--- src/rtl/multi_tc_pkg.sv ---
// Shared definitions for the multi_tc timer/counter: register offsets, MODE codes, CTRL fields, FSM states.
// Optional build macro MULTI_TC_PRESCALE_EN adds CTRL[15:8] prescale (PS) per channel.
package multi_tc_pkg;

  localparam logic [1:0] OFF_CTRL   = 2'd0;
  localparam logic [1:0] OFF_PRESET = 2'd1;
  localparam logic [1:0] OFF_COUNT  = 2'd2;
  localparam logic [1:0] OFF_STATUS = 2'd3;

  localparam logic [1:0] MODE_ONESHOT = 2'b00;
  localparam logic [1:0] MODE_AUTO    = 2'b01;

  localparam int CTRL_EN_BIT   = 0;
  localparam int CTRL_MODE_LSB = 1;
  localparam int CTRL_MODE_MSB = 2;
  localparam int CTRL_IM_BIT   = 3;
  localparam int CTRL_PS_LSB   = 8;
  localparam int CTRL_PS_MSB   = 15;
  localparam int PS_W          = 8;

  typedef enum logic [1:0] {
    ST_IDLE = 2'd0,
    ST_LOAD = 2'd1,
    ST_CNT  = 2'd2
  } state_e;

  // Only 01 reloads; 00 and both 1x encodings behave as one-shot.
  function automatic logic is_auto(input logic [1:0] mode);
    return (mode == MODE_AUTO);
  endfunction

endpackage

--- src/rtl/multi_tc_ch.sv ---
// One timer/counter channel: CTRL/PRESET/COUNT/STATUS registers, IDLE/LOAD/CNT FSM, optional prescaler.
// Build macro MULTI_TC_PRESCALE_EN enables the CTRL[15:8] prescale field.
module multi_tc_ch
  import multi_tc_pkg::*;
#(
  parameter int CNT_W = 32
) (
  input  logic        i_clk,
  input  logic        i_rst_n,
  input  logic        i_we,
  input  logic [1:0]  i_off,
  input  logic [31:0] i_din,
  output logic [31:0] o_rdata,
  output logic        o_irq
);

  state_e             r_state;
  state_e             w_state_nxt;
  logic               r_en;
  logic               r_im;
  logic [1:0]         r_mode;
  logic [CNT_W-1:0]   r_preset;
  logic [CNT_W-1:0]   r_count;
  logic [CNT_W-1:0]   w_count_nxt;
  logic               r_pend;
  logic               w_expire;
  logic               w_tick;
  logic               w_ctrl_we;
  logic               w_preset_we;
  logic               w_status_we;
  logic [31:0]        w_ctrl_rd;
  logic               w_unused;

  assign w_ctrl_we   = i_we && (i_off == OFF_CTRL);
  assign w_preset_we = i_we && (i_off == OFF_PRESET);
  assign w_status_we = i_we && (i_off == OFF_STATUS);
  assign w_unused    = ^i_din;

`ifdef MULTI_TC_PRESCALE_EN
  logic [PS_W-1:0] r_ps;
  logic [PS_W-1:0] r_ps_cnt;

  assign w_tick    = (r_ps_cnt == r_ps);
  assign w_ctrl_rd = {16'h0000, r_ps, 4'h0, r_im, r_mode, r_en};

  // Prescale counter runs only while actively counting and wraps after each tick.
  always_ff @(posedge i_clk or negedge i_rst_n) begin
    if (!i_rst_n) begin
      r_ps_cnt <= {PS_W{1'b0}};
    end else if ((r_state != ST_CNT) || !r_en || w_tick) begin
      r_ps_cnt <= {PS_W{1'b0}};
    end else begin
      r_ps_cnt <= r_ps_cnt + 8'd1;
    end
  end
`else
  assign w_tick    = 1'b1;
  assign w_ctrl_rd = {28'h0000000, r_im, r_mode, r_en};
`endif

  // FSM state register.
  always_ff @(posedge i_clk or negedge i_rst_n) begin
    if (!i_rst_n) begin
      r_state <= ST_IDLE;
    end else begin
      r_state <= w_state_nxt;
    end
  end

  // Next state and count; auto-reload re-arms through IDLE so each period equals the P+2 start latency.
  always_comb begin
    w_state_nxt = r_state;
    w_count_nxt = r_count;
    w_expire    = 1'b0;
    case (r_state)
      ST_IDLE: begin
        if (r_en) w_state_nxt = ST_LOAD;
        else      w_state_nxt = ST_IDLE;
      end
      ST_LOAD: begin
        w_count_nxt = r_preset;
        w_state_nxt = ST_CNT;
      end
      ST_CNT: begin
        if (!r_en) begin
          w_state_nxt = ST_IDLE;
        end else if (!w_tick) begin
          w_state_nxt = ST_CNT;
        end else if (r_count > CNT_W'(1)) begin
          w_count_nxt = r_count - CNT_W'(1);
        end else begin
          w_count_nxt = {CNT_W{1'b0}};
          w_expire    = 1'b1;
          w_state_nxt = ST_IDLE;
        end
      end
      default: w_state_nxt = ST_IDLE;
    endcase
  end

  // Datapath registers; CPU CTRL write beats the one-shot EN clear, expiry beats the W1C clear.
  always_ff @(posedge i_clk or negedge i_rst_n) begin
    if (!i_rst_n) begin
      r_en     <= 1'b0;
      r_mode   <= 2'b00;
      r_im     <= 1'b0;
      r_preset <= {CNT_W{1'b0}};
      r_count  <= {CNT_W{1'b0}};
      r_pend   <= 1'b0;
`ifdef MULTI_TC_PRESCALE_EN
      r_ps     <= {PS_W{1'b0}};
`endif
    end else begin
      r_count <= w_count_nxt;
      if (w_ctrl_we) begin
        r_en   <= i_din[CTRL_EN_BIT];
        r_mode <= i_din[CTRL_MODE_MSB:CTRL_MODE_LSB];
        r_im   <= i_din[CTRL_IM_BIT];
`ifdef MULTI_TC_PRESCALE_EN
        r_ps   <= i_din[CTRL_PS_MSB:CTRL_PS_LSB];
`endif
      end else if (w_expire && !is_auto(r_mode)) begin
        r_en <= 1'b0;
      end
      if (w_preset_we) begin
        r_preset <= i_din[CNT_W-1:0];
      end
      if (w_expire) begin
        r_pend <= 1'b1;
      end else if (w_status_we && i_din[0]) begin
        r_pend <= 1'b0;
      end
    end
  end

  // Register read select within the channel.
  always_comb begin
    o_rdata = 32'h00000000;
    case (i_off)
      OFF_CTRL:   o_rdata = w_ctrl_rd;
      OFF_PRESET: o_rdata = 32'(r_preset);
      OFF_COUNT:  o_rdata = 32'(r_count);
      OFF_STATUS: o_rdata = {31'h00000000, r_pend};
      default:    o_rdata = 32'h00000000;
    endcase
  end

  assign o_irq = r_pend & r_im;

endmodule

--- src/rtl/multi_tc.sv ---
// N-channel memory-mapped timer/counter: word decode, channel read mux and IRQ OR-reduction.
// Build macro MULTI_TC_PRESCALE_EN enables per-channel prescale in CTRL[15:8].
module multi_tc
  import multi_tc_pkg::*;
#(
  parameter int NUM_CH = 2,
  parameter int CNT_W  = 32,
  parameter int ADDR_W = 5
) (
  input  logic              clk,
  input  logic              reset,
  input  logic [ADDR_W-1:0] addr,
  input  logic [31:0]       din,
  input  logic              we,
  output logic [31:0]       dout,
  output logic [NUM_CH-1:0] irq_vec,
  output logic              irq
);

  logic [ADDR_W-1:0] w_ch_idx;
  logic [1:0]        w_off;
  logic [31:0]       w_ch_rd [NUM_CH];

  assign w_ch_idx = addr >> 2;
  assign w_off    = addr[1:0];

  for (genvar g = 0; g < NUM_CH; g++) begin : g_ch
    multi_tc_ch #(
      .CNT_W (CNT_W)
    ) u_ch (
      .i_clk   (clk),
      .i_rst_n (reset),
      .i_we    (we && (w_ch_idx == ADDR_W'(g))),
      .i_off   (w_off),
      .i_din   (din),
      .o_rdata (w_ch_rd[g]),
      .o_irq   (irq_vec[g])
    );
  end

  // Channel read mux; addresses beyond the last channel match nothing and read zero.
  always_comb begin
    dout = 32'h00000000;
    for (int i = 0; i < NUM_CH; i++) begin
      dout = dout | ((w_ch_idx == ADDR_W'(i)) ? w_ch_rd[i] : 32'h00000000);
    end
  end

  assign irq = |irq_vec;

endmodule

--- config.mk ---
export PLATFORM = sky130hd
export DESIGN_NAME = multi_tc
export DESIGN_NICKNAME = d
export VERILOG_FILES = /design/src/rtl/multi_tc_pkg.sv /design/src/rtl/multi_tc_ch.sv /design/src/rtl/multi_tc.sv
export SDC_FILE = /design/constraint.sdc
export NUM_CORES = 1
export LEC_CHECK = 0
export ABC_CLOCK_PERIOD_IN_PS = 2700
export BUFFER_PORTS_ARGS = -buffer_cell sky130_fd_sc_hd__buf_4
export CORE_MARGIN = 3
export CORE_UTILIZATION = 40
export CTS_BUF_LIST = sky130_fd_sc_hd__clkbuf_4 sky130_fd_sc_hd__clkbuf_8
export DETAILED_ROUTE_END_ITERATION = 6
export GPL_TIMING_DRIVEN = 0
export SLEW_MARGIN = 20
export SYNTH_ARGS = -nofsm -noshare
export SYNTH_HDL_FRONTEND = slang
export SYNTH_SLANG_ARGS = --single-unit
--- constraint.sdc ---
create_clock -name clk -period 2.7 [get_ports clk]
set_input_delay 0.135 -clock clk [delete_from_list [all_inputs] [get_ports clk]]
set_output_delay 0.135 -clock clk [all_outputs]
set_load 0.01 [all_outputs]
### Yosys cells after proc, flatten, opt, wreduce, memory -nomap -nowiden

Cells that the tools add are included.

| operators by class | value |
|---|---|
| shifts and indexed selects | 0 |
| reduce and logical (&&, ||, !) cells | 27 |
| $lt $le $gt $ge | 2 |
| bitwise gates (word level) | 3 |
| eq/ne operators | 14 |
| add/subtract/negate cells | 2 |
| mux-type cells | 32 |
| div/mod/pow operators | 0 |
| multiply operators | 0 |

Operator list:

| operator | count |
|---|---|
| $pmux W32 S4 | 2 |
| $mux W32 | 6 |
| $pmux W32 S2 | 2 |
| $gt A32 B1 Y1 const B | 2 |
| $sub A32 B1 Y32 const B | 2 |
| $or A32 B32 Y32 | 1 |
| $mux W1 | 16 |
| $logic_and A1 B1 Y1 | 12 |
| $pmux W2 S3 | 2 |
| $reduce_bool A2 Y1 | 6 |
| $eq A2 B1 Y1 const B | 5 |
| $eq A2 B2 Y1 const B | 4 |
| $mux W2 | 4 |
| $logic_not A2 Y1 | 3 |
| $ne A3 B3 Y1 const B | 2 |
| $logic_not A5 Y1 | 1 |
| $ne A2 B1 Y1 const B | 2 |
| $reduce_and A2 Y1 | 2 |
| $eq A3 B1 Y1 const B | 1 |
| $and A1 B1 Y1 | 2 |
| $logic_not A1 Y1 | 2 |
| $reduce_or A2 Y1 | 1 |

| word-level totals | value |
|---|---|
| ROM bits | 0 |
| memory bits (writable) | 0 |
| logic and storage cells | 94 |
| memories kept | 0 |
| output and inout port bits | 35 |
| register bits after elaboration | 142 |
| bits of input ports | 40 |
| bits in latches | 0 |

### Depth between registers and ports, before layout

Gate-level depths: netlist of the first run.

| logic depth | value |
|---|---|
| word-level depth | 7 |
| depth in mapped cells | 9 |
| gate-level depth less buffers | 7 |

### Modules after synthesis

From an unflattened synthesis of the first run, not the netlist that was laid out.

| second synthesis, totals | value |
|---|---|
| cells, all modules | 855 |
| area total of the unflattened synthesis | 8436.8 µm² |

Modules (own cells, without submodules):

| module | area each (µm²) | instances | cells an instance |
|---|---|---|---|
| multi_tc_ch at g_ch[0].u_ch | 4035.1 | 1 | 403 |
| multi_tc_ch at g_ch[1].u_ch | 3826.2 | 1 | 376 |
| multi_tc | 575.6 | 1 | 76 |

### Worst setup path after synthesis of the first run

No wires, ideal clock.

| path | value |
|---|---|
| kind | register to register |
| start | register g_ch[0].u_ch.r_count[7] |
| end | register g_ch[0].u_ch.r_count[27] |
| path slack | 0.076 ns |
| setup time | 0.069 ns |
| path buffers | 2 |
| data arrival time | 2.555 ns |
| stages on the path, launching flop included | 8 |
| path through | dfrtp_1 -> or4_1 -> buf_2 -> or4_1 -> buf_2 -> or3_1 -> or4b_1 -> nand3_1 |

| on the way | value |
|---|---|
| word-level cells in the longest chain between the ends | 4 |
| elaborated cells between the ends (all ways) | 5 |
| those cells by class | add/sub: 1; order compare: 1; mux: 3 |

Ends and longest elaborated chain:

| element | RTL line | text |
|---|---|---|
| start, declared | multi_tc_ch.sv:23 | `logic [CNT_W-1:0] r_count;` |
| start signal, assigned | multi_tc_ch.sv:108 | `r_count <= {CNT_W{1'b0}};` |
| start signal, assigned | multi_tc_ch.sv:114 | `r_count <= w_count_nxt;` |
| $sub A32 B1 Y32 / $gt A32 B1 Y1 (equally long branches) | multi_tc_ch.sv:90, multi_tc_ch.sv:89 |  |
| $mux W32 (*) | multi_tc_ch.sv:89 | `end else if (r_count > CNT_W'(1)) begin` |
| $mux W32 (*) | multi_tc_ch.sv:85 | `if (!r_en) begin` |
| $pmux W32 S2 (*) | multi_tc_ch.sv:75 | `case (r_state)` |

Mark *: on every way between the ends. The rest lies on a longest branch, timed or not. The select of a mux whose other input is x is not followed.
A chain may end at the register's enable or synchronous reset.

### Worst setup path after layout of the first run

| path | value |
|---|---|
| start | register g_ch[0].u_ch.r_count[17] |
| end | register g_ch[0].u_ch.r_count[27] |

Same word-level chain as after synthesis.

==> results.toml, run 1 <==
[die]
floorplan.rows = 51
die_w_um = 148
start_util_pct = 41.1
dieArea_um2 = 22000
pin_count = 75
core_um2 = 19700
floorplan.die.height_um = 148

[timing]
maxClockFrequency_mhz = 383
worst_clock_skew_ps = 9.21
post-route-min-period_ps = 2610
report.final.hold_viol_count = 0
tightest_slew_ps = 1010
final_min_period_over_clock_period_pct = 96.7
slew_headroom_pct = 32.5
rsz0062_at_grt = "true"
layout_setup_ws_ps = 90.2
final-setup-viol-count = 0
slew_viol_final = 0

[cells_and_area]
fillerInstances = 1901
insertedDiodeCount = 0
final_design_area_no_fill_um2 = 9950
layout-area-overhead-vs-synth_pct = 23.0
num-nets-final = 1003
layout-drive-gt1-share_pct = 24.6

[global_route]
first_global_vias = 7650
globalRouteOverflowTotal = 0
pin_count_of_the_biggest_net_entering_global_routing = 74
grt_pass1_wl_um = 46100
grt.total_usage_pct = 27.3
antenna_found_initial = 0

[drt]
detailedRoute.firstIterationViolations = 1002
detailedRoute.firstPassIterationCount = 6
routedWlPerCell_um = 24.7
via_count = 8098
drt_drc_violations_left = 0
route.detailed.vias_per_inst = 6.55
route.antenna.remaining_nets = 0
finalWirelength_um = 30500

[cts]
tritoncts = "done"
cts_sinks = 142
clock_transition_at_the_register_clock_pins_on_the_worst_setup_and_hold_paths_after_cts_ps = 90
worst_skew_pair.late_latency_ps = 470
cts_buffers = 17
ctsHtreeMaxLevel = 4
clock_path_buffers = 2
cts_root_buffer = "sky130_fd_sc_hd__clkbuf_8"

[power]
clkPwrFrac_pct = 17.9
total_leakage_power_nw = 3.92
switchingPower_mw = 3.88
power-per-cell-area_nw_per_um2 = 887
ir_drop_mv = 0.409
sw_frac_of_total_pct = 44.0
power_frac_seq_pct = 42.7
cell_internal_pwr_mw = 4.94
combinationalPowerShare_pct = 39.4

[critical_path]
required_ps = 3100
arrival_ps = 3010
critPathCaptureType = "flop"
start_kind = "flop"
worstPathMaxFanout = 3
r2r_cells = 6
crit_path_class = "flop to flop"

[place]
place.port_buffers = 74
post-place-ws_ps = -392
gp_routability_congestion = 0.922
hpwl_um = 22200
placed_area_um2 = 9010

[synth]
distinct_cell_type_count_after_synthesis = 58
postSynthAreaPerCell_um2 = 9.86
synthArstFlopShare_pct = 100
ys_seq_elements = 142
synth_edf_count = 0
cell_type_contributing_the_most_total_cell_area_after_synthesis = "sky130_fd_sc_hd__dfrtp_1"
syn-instance-count = 820
synthesis.yosys.warnings = 0
dominantRegCellSynth = "sky130_fd_sc_hd__dfrtp_1"
synth.most_common_cell = "sky130_fd_sc_hd__dfrtp_1"
syn-num-nets = 864
synth_seq_area_share_pct = 43.9
post-synth-top-area-fraction_pct = 43.9
synth.top_cells.by_count = "142 x sky130_fd_sc_hd__dfrtp_1, 90 x sky130_fd_sc_hd__a22oi_1, 70 x sky130_fd_sc_hd__mux2_2, 58 x sky130_fd_sc_hd__clkbuf_1, 46 x sky130_fd_sc_hd__nand2_1"
synth_area_leaders = "sky130_fd_sc_hd__dfrtp_1 44%, sky130_fd_sc_hd__mux2_2 9.7%, sky130_fd_sc_hd__a22oi_1 8.4%"
mappedNetlistArea_um2 = 8090

[min_path]
hp-class = "primary input to flop"
hold-path-cell-count = 4

[run_status]
status = "finished, final reports clean"

[job]
cap_violations = 0
==> layout make-up <==
type | count | area (um^2) | share of cell area, %
plain buffers | 64 | 260 | 2.62
well taps | 265 | 332 | 3.33
repair buffers | 125 | 1050 | 10.5
flip-flops and latches | 142 | 3560 | 35.8
clock inverters | 13 | 93.8 | 0.943
clock buffers | 19 | 262 | 2.63
inverters | 9 | 33.8 | 0.340
multi-input cells | 600 | 4360 | 43.8
==> power by group through the flow <==
stage	sequential, mW	clock, mW	combinational, mW
6_report	3.77	1.58	3.47
5_1_grt	3.86	1.68	3.77
4_1_cts	3.70	1.60	3.38
3_5_place_dp	3.73	0	3.12
3_3_place_gp	3.72	0	3.08
2_1_floorplan	3.39	0	2.24
==> cells by family (layout without fill, tap and decap cells) <==
kind of cell    after synthesis  in the layout  share of synthesized area, %
flops                       142            142                          43.9
mux                          80             80                          11.3
simple gates                265            265                          18.3
fa+ha+maj                     4              4                         0.619
buf+inv                      78            230                          3.78
compound gates              251            251                          22.1
==> worst max-delay path, cell delays in order (launching register included) <==
cell	delay (ps)
sky130_fd_sc_hd__dfrtp_2	420
sky130_fd_sc_hd__or4_4	580
sky130_fd_sc_hd__or4_4	540
sky130_fd_sc_hd__buf_6	130
sky130_fd_sc_hd__or3_4	320
sky130_fd_sc_hd__or4b_1	480
sky130_fd_sc_hd__nand3_1	80
==> sequential cells by signal (all words and copies together) (netlist names) <==
register            cells
g_ch.u_ch.r_mode        4
g_ch.u_ch.r_im          2
g_ch.u_ch.r_state       4
g_ch.u_ch.r_en          2
g_ch.u_ch.r_count      64
g_ch.u_ch.r_preset     64
g_ch.u_ch.r_pend        2
==> metal layers <==
metal / up-vias / routed length [um] / global-route usage, %
met5: - / 0 / 0
met4: 0 / 444 / 5.77
met3: 38 / 2620 / 5.27
met2: 436 / 13500 / 41.2
met1: 4091 / 14000 / 41.2
li1: 3533 / - / -
==> cells in the final DEF (no fill, tap or decap), drive strengths merged, types with 18 or more instances in the layout <==
master       Yosys  routed
o22ai           39      39
nand2           46      46
buf             10     101
o311ai          18      18
a22oi           90      90
nand3           37      37
mux2            70      70
a21oi           21      21
nor2            30      30
nor4            20      20
nor3            18      18
dlygate4sd3      0      33
dfrtp          142     142
nand4           24      24
clkbuf          59      74
o21ai           20      20
or3             19      19
==> final timing paths <==
kind | start | endpoint | slack (ps)
setup / recovery | g_ch[0].u_ch.r_count[17] | g_ch[0].u_ch.r_count[27] | 90
max in group asynchronous | reset | g_ch[1].u_ch.r_count[9] | 1680
hold / removal | addr[4] | g_ch[0].u_ch.r_en | 130
min in group asynchronous | reset | g_ch[0].u_ch.r_count[0] | 230
setup reg to reg | g_ch[0].u_ch.r_count[17] | g_ch[0].u_ch.r_count[27] | 90
hold reg to reg | g_ch[1].u_ch.r_state[1] | g_ch[1].u_ch.r_state[0] | 530
==> through the flow <==
step	utilization [%]	cells	hold slack, ps	TNS, ps	total power, mW
5_1_grt	50.6	1237	171	-50.3	9.31
2_1_floorplan	-	820	-161	0	5.63
4_1_cts	50.2	1234	111	-14.0	8.68
3_5_place_dp	45.8	1160	148	-6580	6.85
3_3_place_gp	45.7	1159	388	-6460	6.80
6_report	50.6	1237	127	0	8.83
==> repair_timing <==
action,in CTS,in global routing
resized for setup,26,16
hold buffers,33,0
setup endpoints to repair,37,52
setup buffers,11,6
hold endpoints to repair,139,0
pin swaps,6,5
Power figures use the tool's default switching activity.
==> run 2: changes to the inputs <==
--- a/config.mk
+++ b/config.mk
@@ -5,13 +5,14 @@
 export SDC_FILE = /design/constraint.sdc
 export NUM_CORES = 1
 export LEC_CHECK = 0
-export ABC_CLOCK_PERIOD_IN_PS = 2700
+export ABC_CLOCK_PERIOD_IN_PS = 2770
 export BUFFER_PORTS_ARGS = -buffer_cell sky130_fd_sc_hd__buf_4
 export CORE_MARGIN = 3
-export CORE_UTILIZATION = 40
+export CORE_UTILIZATION = 55
 export CTS_BUF_LIST = sky130_fd_sc_hd__clkbuf_4 sky130_fd_sc_hd__clkbuf_8
 export DETAILED_ROUTE_END_ITERATION = 6
 export GPL_TIMING_DRIVEN = 0
+export PLACE_DENSITY = 0.75
 export SLEW_MARGIN = 20
 export SYNTH_ARGS = -nofsm -noshare
 export SYNTH_HDL_FRONTEND = slang
==> constraint.sdc (replaced) <==
create_clock -name clk -period 2.77 [get_ports clk]
set_input_delay 0.1385 -clock clk [delete_from_list [all_inputs] [get_ports clk]]
set_output_delay 0.1385 -clock clk [all_outputs]
set_load 0.01 [all_outputs]
==> run 2 against run 1 <==
  * Sequential share of layout area up 0.38 points
  * Maximum frequency down 4.8%
  * Critical path depth up 1
  * Clock power up 9%
  * Non-clock buffer count down 2
  * Sequential power down 2%
  * Register-to-register slack worse by 60 ps
==> results.toml, run 2 (synthesized netlist as in run 1, its figures left out) <==
[run_status]
status = "finished, final reports clean"

[timing]
post-route-min-period_ps = 2740
slew_headroom_pct = 37.6
layout_setup_ws_ps = 27.3
timing.setup.tns_ps = 0
slew_viol_final = 0
maxClockFrequency_mhz = 365
tightest_slew_ps = 931
final-setup-viol-count = 0
report.final.hold_viol_count = 0
final_min_period_over_clock_period_pct = 99.0
worst_clock_skew_ps = 10.4

[cts]
worst_skew_pair.late_latency_ps = 460
cts_sinks = 142
ctsHtreeMaxLevel = 4
cts_root_buffer = "sky130_fd_sc_hd__clkbuf_8"
clock_transition_at_the_register_clock_pins_on_the_worst_setup_and_hold_paths_after_cts_ps = 80
clock_path_buffers = 2
cts_buffers = 17
tritoncts = "done"

[job]
cap_violations = 0

[cells_and_area]
layout-area-overhead-vs-synth_pct = 21.7
layout.cells.most_common_list = "138 x sky130_fd_sc_hd__dfrtp_1, 90 x sky130_fd_sc_hd__a22oi_1, 88 x sky130_fd_sc_hd__buf_4"
fin_cells = 1149
layout-drive-gt1-share_pct = 23.9
final_design_area_no_fill_um2 = 9840
mostFrequentLayoutCell = "sky130_fd_sc_hd__dfrtp_1"
insertedDiodeCount = 0
top_regs = "g_ch.u_ch.r_count (64), g_ch.u_ch.r_preset (64)"
num-nets-final = 1001

[global_route]
antenna_found_initial = 0
grt_pass1_wl_um = 45800
globalRouteOverflowTotal = 0
grt.total_usage_pct = 37.1
first_global_vias = 8007
pin_count_of_the_biggest_net_entering_global_routing = 88

[critical_path]
start_kind = "flop"
crit_path_class = "flop to flop"
r2r_start = "g_ch[0].u_ch.r_count[18]"
required_ps = 3160
arrival_ps = 3130
crit_end = "g_ch[0].u_ch.r_count[27]"
r2r_cells = 7
critPathCaptureType = "flop"
crit-reg2reg-capture = "g_ch[0].u_ch.r_count[27]"
timing.reg2reg.setup_slack_ps = 30
worstPathMaxFanout = 7
worstSetupStartpoint = "g_ch[0].u_ch.r_count[18]"

[drt]
routedWlPerCell_um = 26.4
via_count = 8424
route.detailed.vias_per_inst = 7.33
finalWirelength_um = 30300
route.antenna.remaining_nets = 0
drt_drc_violations_left = 0
detailedRoute.firstPassIterationCount = 7
detailedRoute.firstIterationViolations = 1326

[place]
post-place-ws_ps = -397
placed_area_um2 = 8900
place_inst = 1075
gp_routability_congestion = 1.01
hpwl_um = 21700
place.port_buffers = 74

[power]
power-per-cell-area_nw_per_um2 = 899
total_power_mw = 8.85
ir_drop_mv = 0.538
total_leakage_power_nw = 3.96

[die]
dieArea_um2 = 16200
floorplan.rows = 43
die_w_um = 127
floorplan.die.height_um = 127
core_um2 = 14100
pin_count = 75
start_util_pct = 57.1

[min_path]
hp-class = "primary input to flop"
[run 2: area by class of cell]
type	count	area, um^2
inverter	9	33.8
clock inverter	6	82.6
tap	180	225
timing repair buffer	121	1020
fill	1108	4310
multi-input combinational	600	4320
buffer	66	284
clock buffer	25	319
sequential	142	3560
[run 2: per-stage QoR]
step / util, % / hold WS (ps)
global route: 69.6 / 145
finish: 69.6 / 96.5
floorplan: - / -157
detailed placement: 62.9 / 91.8
CTS: 68.9 / 85.9
global placement: 62.7 / 391
[run 2: worst min path at each step]
stage	startpoint	to	slack [ps]	cells after the start
final	we	g_ch[0].u_ch.r_pend	100	4
after detailed placement	reset	g_ch[0].u_ch.r_count[26]	90	1
after CTS	we	g_ch[0].u_ch.r_pend	90	4
after global routing	we	g_ch[0].u_ch.r_pend	150	4
after global placement	din[19]	g_ch[1].u_ch.r_preset[19]	390	2
after floorplan	reset	g_ch[0].u_ch.r_count[0]	-160	0
[run 2: what timing repair did]
action	4_1_cts	5_1_grt
endpoints found under the setup margin	44	42
buffers inserted	6	7
pin swaps	2	1
resized for setup	20	16
hold buffers	33	0
endpoints found under the hold margin	125	0
[run 2: report_power, final]
group          internal, mW  switching [mW]  leakage (nW)  total [mW]
Combinational          1.43            2.00          1.96        3.43
Clock                 0.928           0.806         0.210        1.73
Sequential             2.74           0.949          1.79        3.69
[run 2: layer usage]
metal / global-route usage [%] / wire length, um / up-vias
met5: 0 / 0 / -
met2: 56.0 / 13400 / 649
li1: - / - / 3526
met1: 51.6 / 12300 / 4149
met3: 9.91 / 3490 / 100
met4: 13.6 / 1150 / 0
[run 2: worst max-delay path, stage by stage, from the launching register on]
cell                      delay, ps
sky130_fd_sc_hd__dfrtp_2        410
sky130_fd_sc_hd__or4_4          530
sky130_fd_sc_hd__buf_6          160
sky130_fd_sc_hd__or4_4          480
sky130_fd_sc_hd__buf_6          150
sky130_fd_sc_hd__or3_4          370
sky130_fd_sc_hd__or4b_4         490
sky130_fd_sc_hd__nand3_2         80
==> run 3: changes to the inputs <==
--- a/config.mk
+++ b/config.mk
@@ -6,12 +6,13 @@
 export NUM_CORES = 1
 export LEC_CHECK = 0
 export ABC_CLOCK_PERIOD_IN_PS = 2770
-export BUFFER_PORTS_ARGS = -buffer_cell sky130_fd_sc_hd__buf_4
+export BUFFER_PORTS_ARGS = -buffer_cell sky130_fd_sc_hd__buf_2
 export CORE_MARGIN = 3
 export CORE_UTILIZATION = 55
 export CTS_BUF_LIST = sky130_fd_sc_hd__clkbuf_4 sky130_fd_sc_hd__clkbuf_8
 export DETAILED_ROUTE_END_ITERATION = 6
 export GPL_TIMING_DRIVEN = 0
+export HOLD_SLACK_MARGIN = 0.15
 export PLACE_DENSITY = 0.75
 export SLEW_MARGIN = 20
 export SYNTH_ARGS = -nofsm -noshare
==> run 3 against run 2 <==
  * Flip-flop and latch count stayed put
  * Global-route usage is 0.97 points higher
  * Cell area is 1.1% lower
  * Clock-buffer cell count is 3 lower
  * Critical endpoint unchanged
==> results.toml, run 3 (synthesized netlist as in run 1, its figures left out) <==
[run_status]
status = "finished, final reports clean"

[die]
floorplan.rows = 43
pin_count = 75
floorplan.die.height_um = 127
start_util_pct = 57.1
dieArea_um2 = 16200
core_um2 = 14100
die_w_um = 127

[power]
clkPwrFrac_pct = 20.2
combinationalPowerShare_pct = 38.1
total_power_mw = 8.87
sw_frac_of_total_pct = 42.4
total_leakage_power_nw = 3.95
power-per-cell-area_nw_per_um2 = 912
ir_drop_mv = 0.484
switchingPower_mw = 3.76
cell_internal_pwr_mw = 5.11
power_frac_seq_pct = 41.7

[place]
placed_area_um2 = 8720
hpwl_um = 21700
place.port_buffers = 74
post-place-ws_ps = -355
gp_routability_congestion = 1.00

[critical_path]
critPathCaptureType = "flop"
required_ps = 3160
arrival_ps = 3120
worst_path_max_delay_cell = "sky130_fd_sc_hd__or4_4"
start_kind = "flop"
cells_traversed_along_the_worst_timing_path = "or4_4, buf_6, or4_1, buf_6, or3_4, or4b_1, nand3_1"
worst_path_most_repeated_cell = "sky130_fd_sc_hd__buf_6"
crit_path_class = "flop to flop"
cp.depth = 7
worstPathMaxFanout = 8
r2r_cells = 7
timing.critical_path.max_delay_family = "simple AND/OR/NAND/NOR gates"
critPathMaxStageDelay_ps = 540
crit_buf_inv = 2

[timing]
layout_setup_ws_ps = 43.1
worst_clock_skew_ps = 8.78
slew_viol_final = 0
tightest_slew_ps = 980
timing.setup.tns_ps = 0
final_min_period_over_clock_period_pct = 98.4
final-setup-viol-count = 0
report.final.hold_viol_count = 0
maxClockFrequency_mhz = 367
post-route-min-period_ps = 2730
slew_headroom_pct = 34.4

[cts]
tritoncts = "done"
cts_sinks = 142
clock_transition_at_the_register_clock_pins_on_the_worst_setup_and_hold_paths_after_cts_ps = 80
ctsHtreeMaxLevel = 4
worst_skew_pair.late_latency_ps = 450
cts_root_buffer = "sky130_fd_sc_hd__clkbuf_8"
cts_buffers = 17
clock_path_buffers = 2

[drt]
route.antenna.remaining_nets = 0
detailedRoute.firstPassIterationCount = 6
route.detailed.vias_per_inst = 7.22
drt_drc_violations_left = 0
finalWirelength_um = 30600
detailedRoute.firstIterationViolations = 1419
via_count = 8352
routedWlPerCell_um = 26.4

[cells_and_area]
final_design_area_no_fill_um2 = 9730
mostFrequentLayoutCell = "sky130_fd_sc_hd__dfrtp_1"
layout-drive-gt1-share_pct = 23.7
top_regs = "g_ch.u_ch.r_count (64), g_ch.u_ch.r_preset (64)"
layout-area-overhead-vs-synth_pct = 20.3
insertedDiodeCount = 0
layout.cells.most_common_list = "138 x sky130_fd_sc_hd__dfrtp_1, 90 x sky130_fd_sc_hd__a22oi_1, 74 x sky130_fd_sc_hd__buf_2"
num-nets-final = 1008

[global_route]
antenna_found_initial = 0
first_global_vias = 8148
grt.total_usage_pct = 38.0
grt_pass1_wl_um = 47000
globalRouteOverflowTotal = 0
pin_count_of_the_biggest_net_entering_global_routing = 91

[min_path]
hp-class = "primary input to asynchronous set/reset pin"

[job]
cap_violations = 0
==> run 3: changes by cell type in the layout (fill, tap and decap cells not counted), moves of 2 or more <==
| cell | before | now |
|---|---|---|
| sky130_fd_sc_hd__dlygate4sd3_1 | 33 | 37 |
| sky130_fd_sc_hd__buf_2 | 3 | 74 |
| sky130_fd_sc_hd__clkinv_2 | 3 | 1 |
| sky130_fd_sc_hd__clkinv_4 | 0 | 2 |
| sky130_fd_sc_hd__clkinvlp_4 | 1 | 3 |
| sky130_fd_sc_hd__buf_4 | 88 | 18 |
==> run 3: layout make-up <==
cell class,instances,area [um^2]
fill,1103,4420
multi-input combinational,600,4310
sequential,142,3560
timing repair buffer,128,898
clock buffer,22,290
buffer,66,284
tap,180,225
clock inverter,9,135
inverter,9,33.8
==> run 3: power groups by stage <==
stage | clock network [mW] | logic (mW) | registers, mW
2_1_floorplan | 0 | 2.18 | 3.30
3_3_place_gp | 0 | 2.95 | 3.61
3_5_place_dp | 0 | 3.03 | 3.64
4_1_cts | 1.80 | 3.16 | 3.60
5_1_grt | 1.90 | 3.65 | 3.78
6_report | 1.79 | 3.38 | 3.70
==> run 3: final timing paths <==
kind / startpoint / end / slack, ps
setup / recovery: g_ch[0].u_ch.r_count[18] / g_ch[0].u_ch.r_count[27] / 40
min in group clk: din[11] / g_ch[0].u_ch.r_preset[11] / 480
setup reg to reg: g_ch[0].u_ch.r_count[18] / g_ch[0].u_ch.r_count[27] / 40
max in group asynchronous: reset / g_ch[0].u_ch.r_count[4] / 1790
hold / removal: reset / g_ch[0].u_ch.r_count[31] / 170
hold reg to reg: g_ch[1].u_ch.r_state[1] / g_ch[1].u_ch.r_state[0] / 520
==> run 3: timing repair <==
action                                  in CTS  in global routing
endpoints found under the hold margin      215                  0
pin swaps                                    1                  1
endpoints found under the setup margin      44                 36
hold buffers                                37                  0
gates resized for setup                     12                 19
buffers inserted                             6                 10
==> run 3: metal layers <==
layer	vias to the layer above	wire length [um]	GRT usage (%)
met5	-	0	0
met3	78	3510	8.70
met2	652	13600	57.6
met1	4087	12400	53.8
li1	3535	-	-
met4	0	1060	14.1
==> run 3: metrics by stage <==
stage / cells / util, % / hold WS (ps)
after floorplan: 820 / - / -157
after global placement: 1074 / 61.4 / 398
after detailed placement: 1075 / 61.6 / 75.4
after CTS: 1148 / 67.8 / 185
after global routing: 1156 / 68.8 / 183
final: 1156 / 68.8 / 171
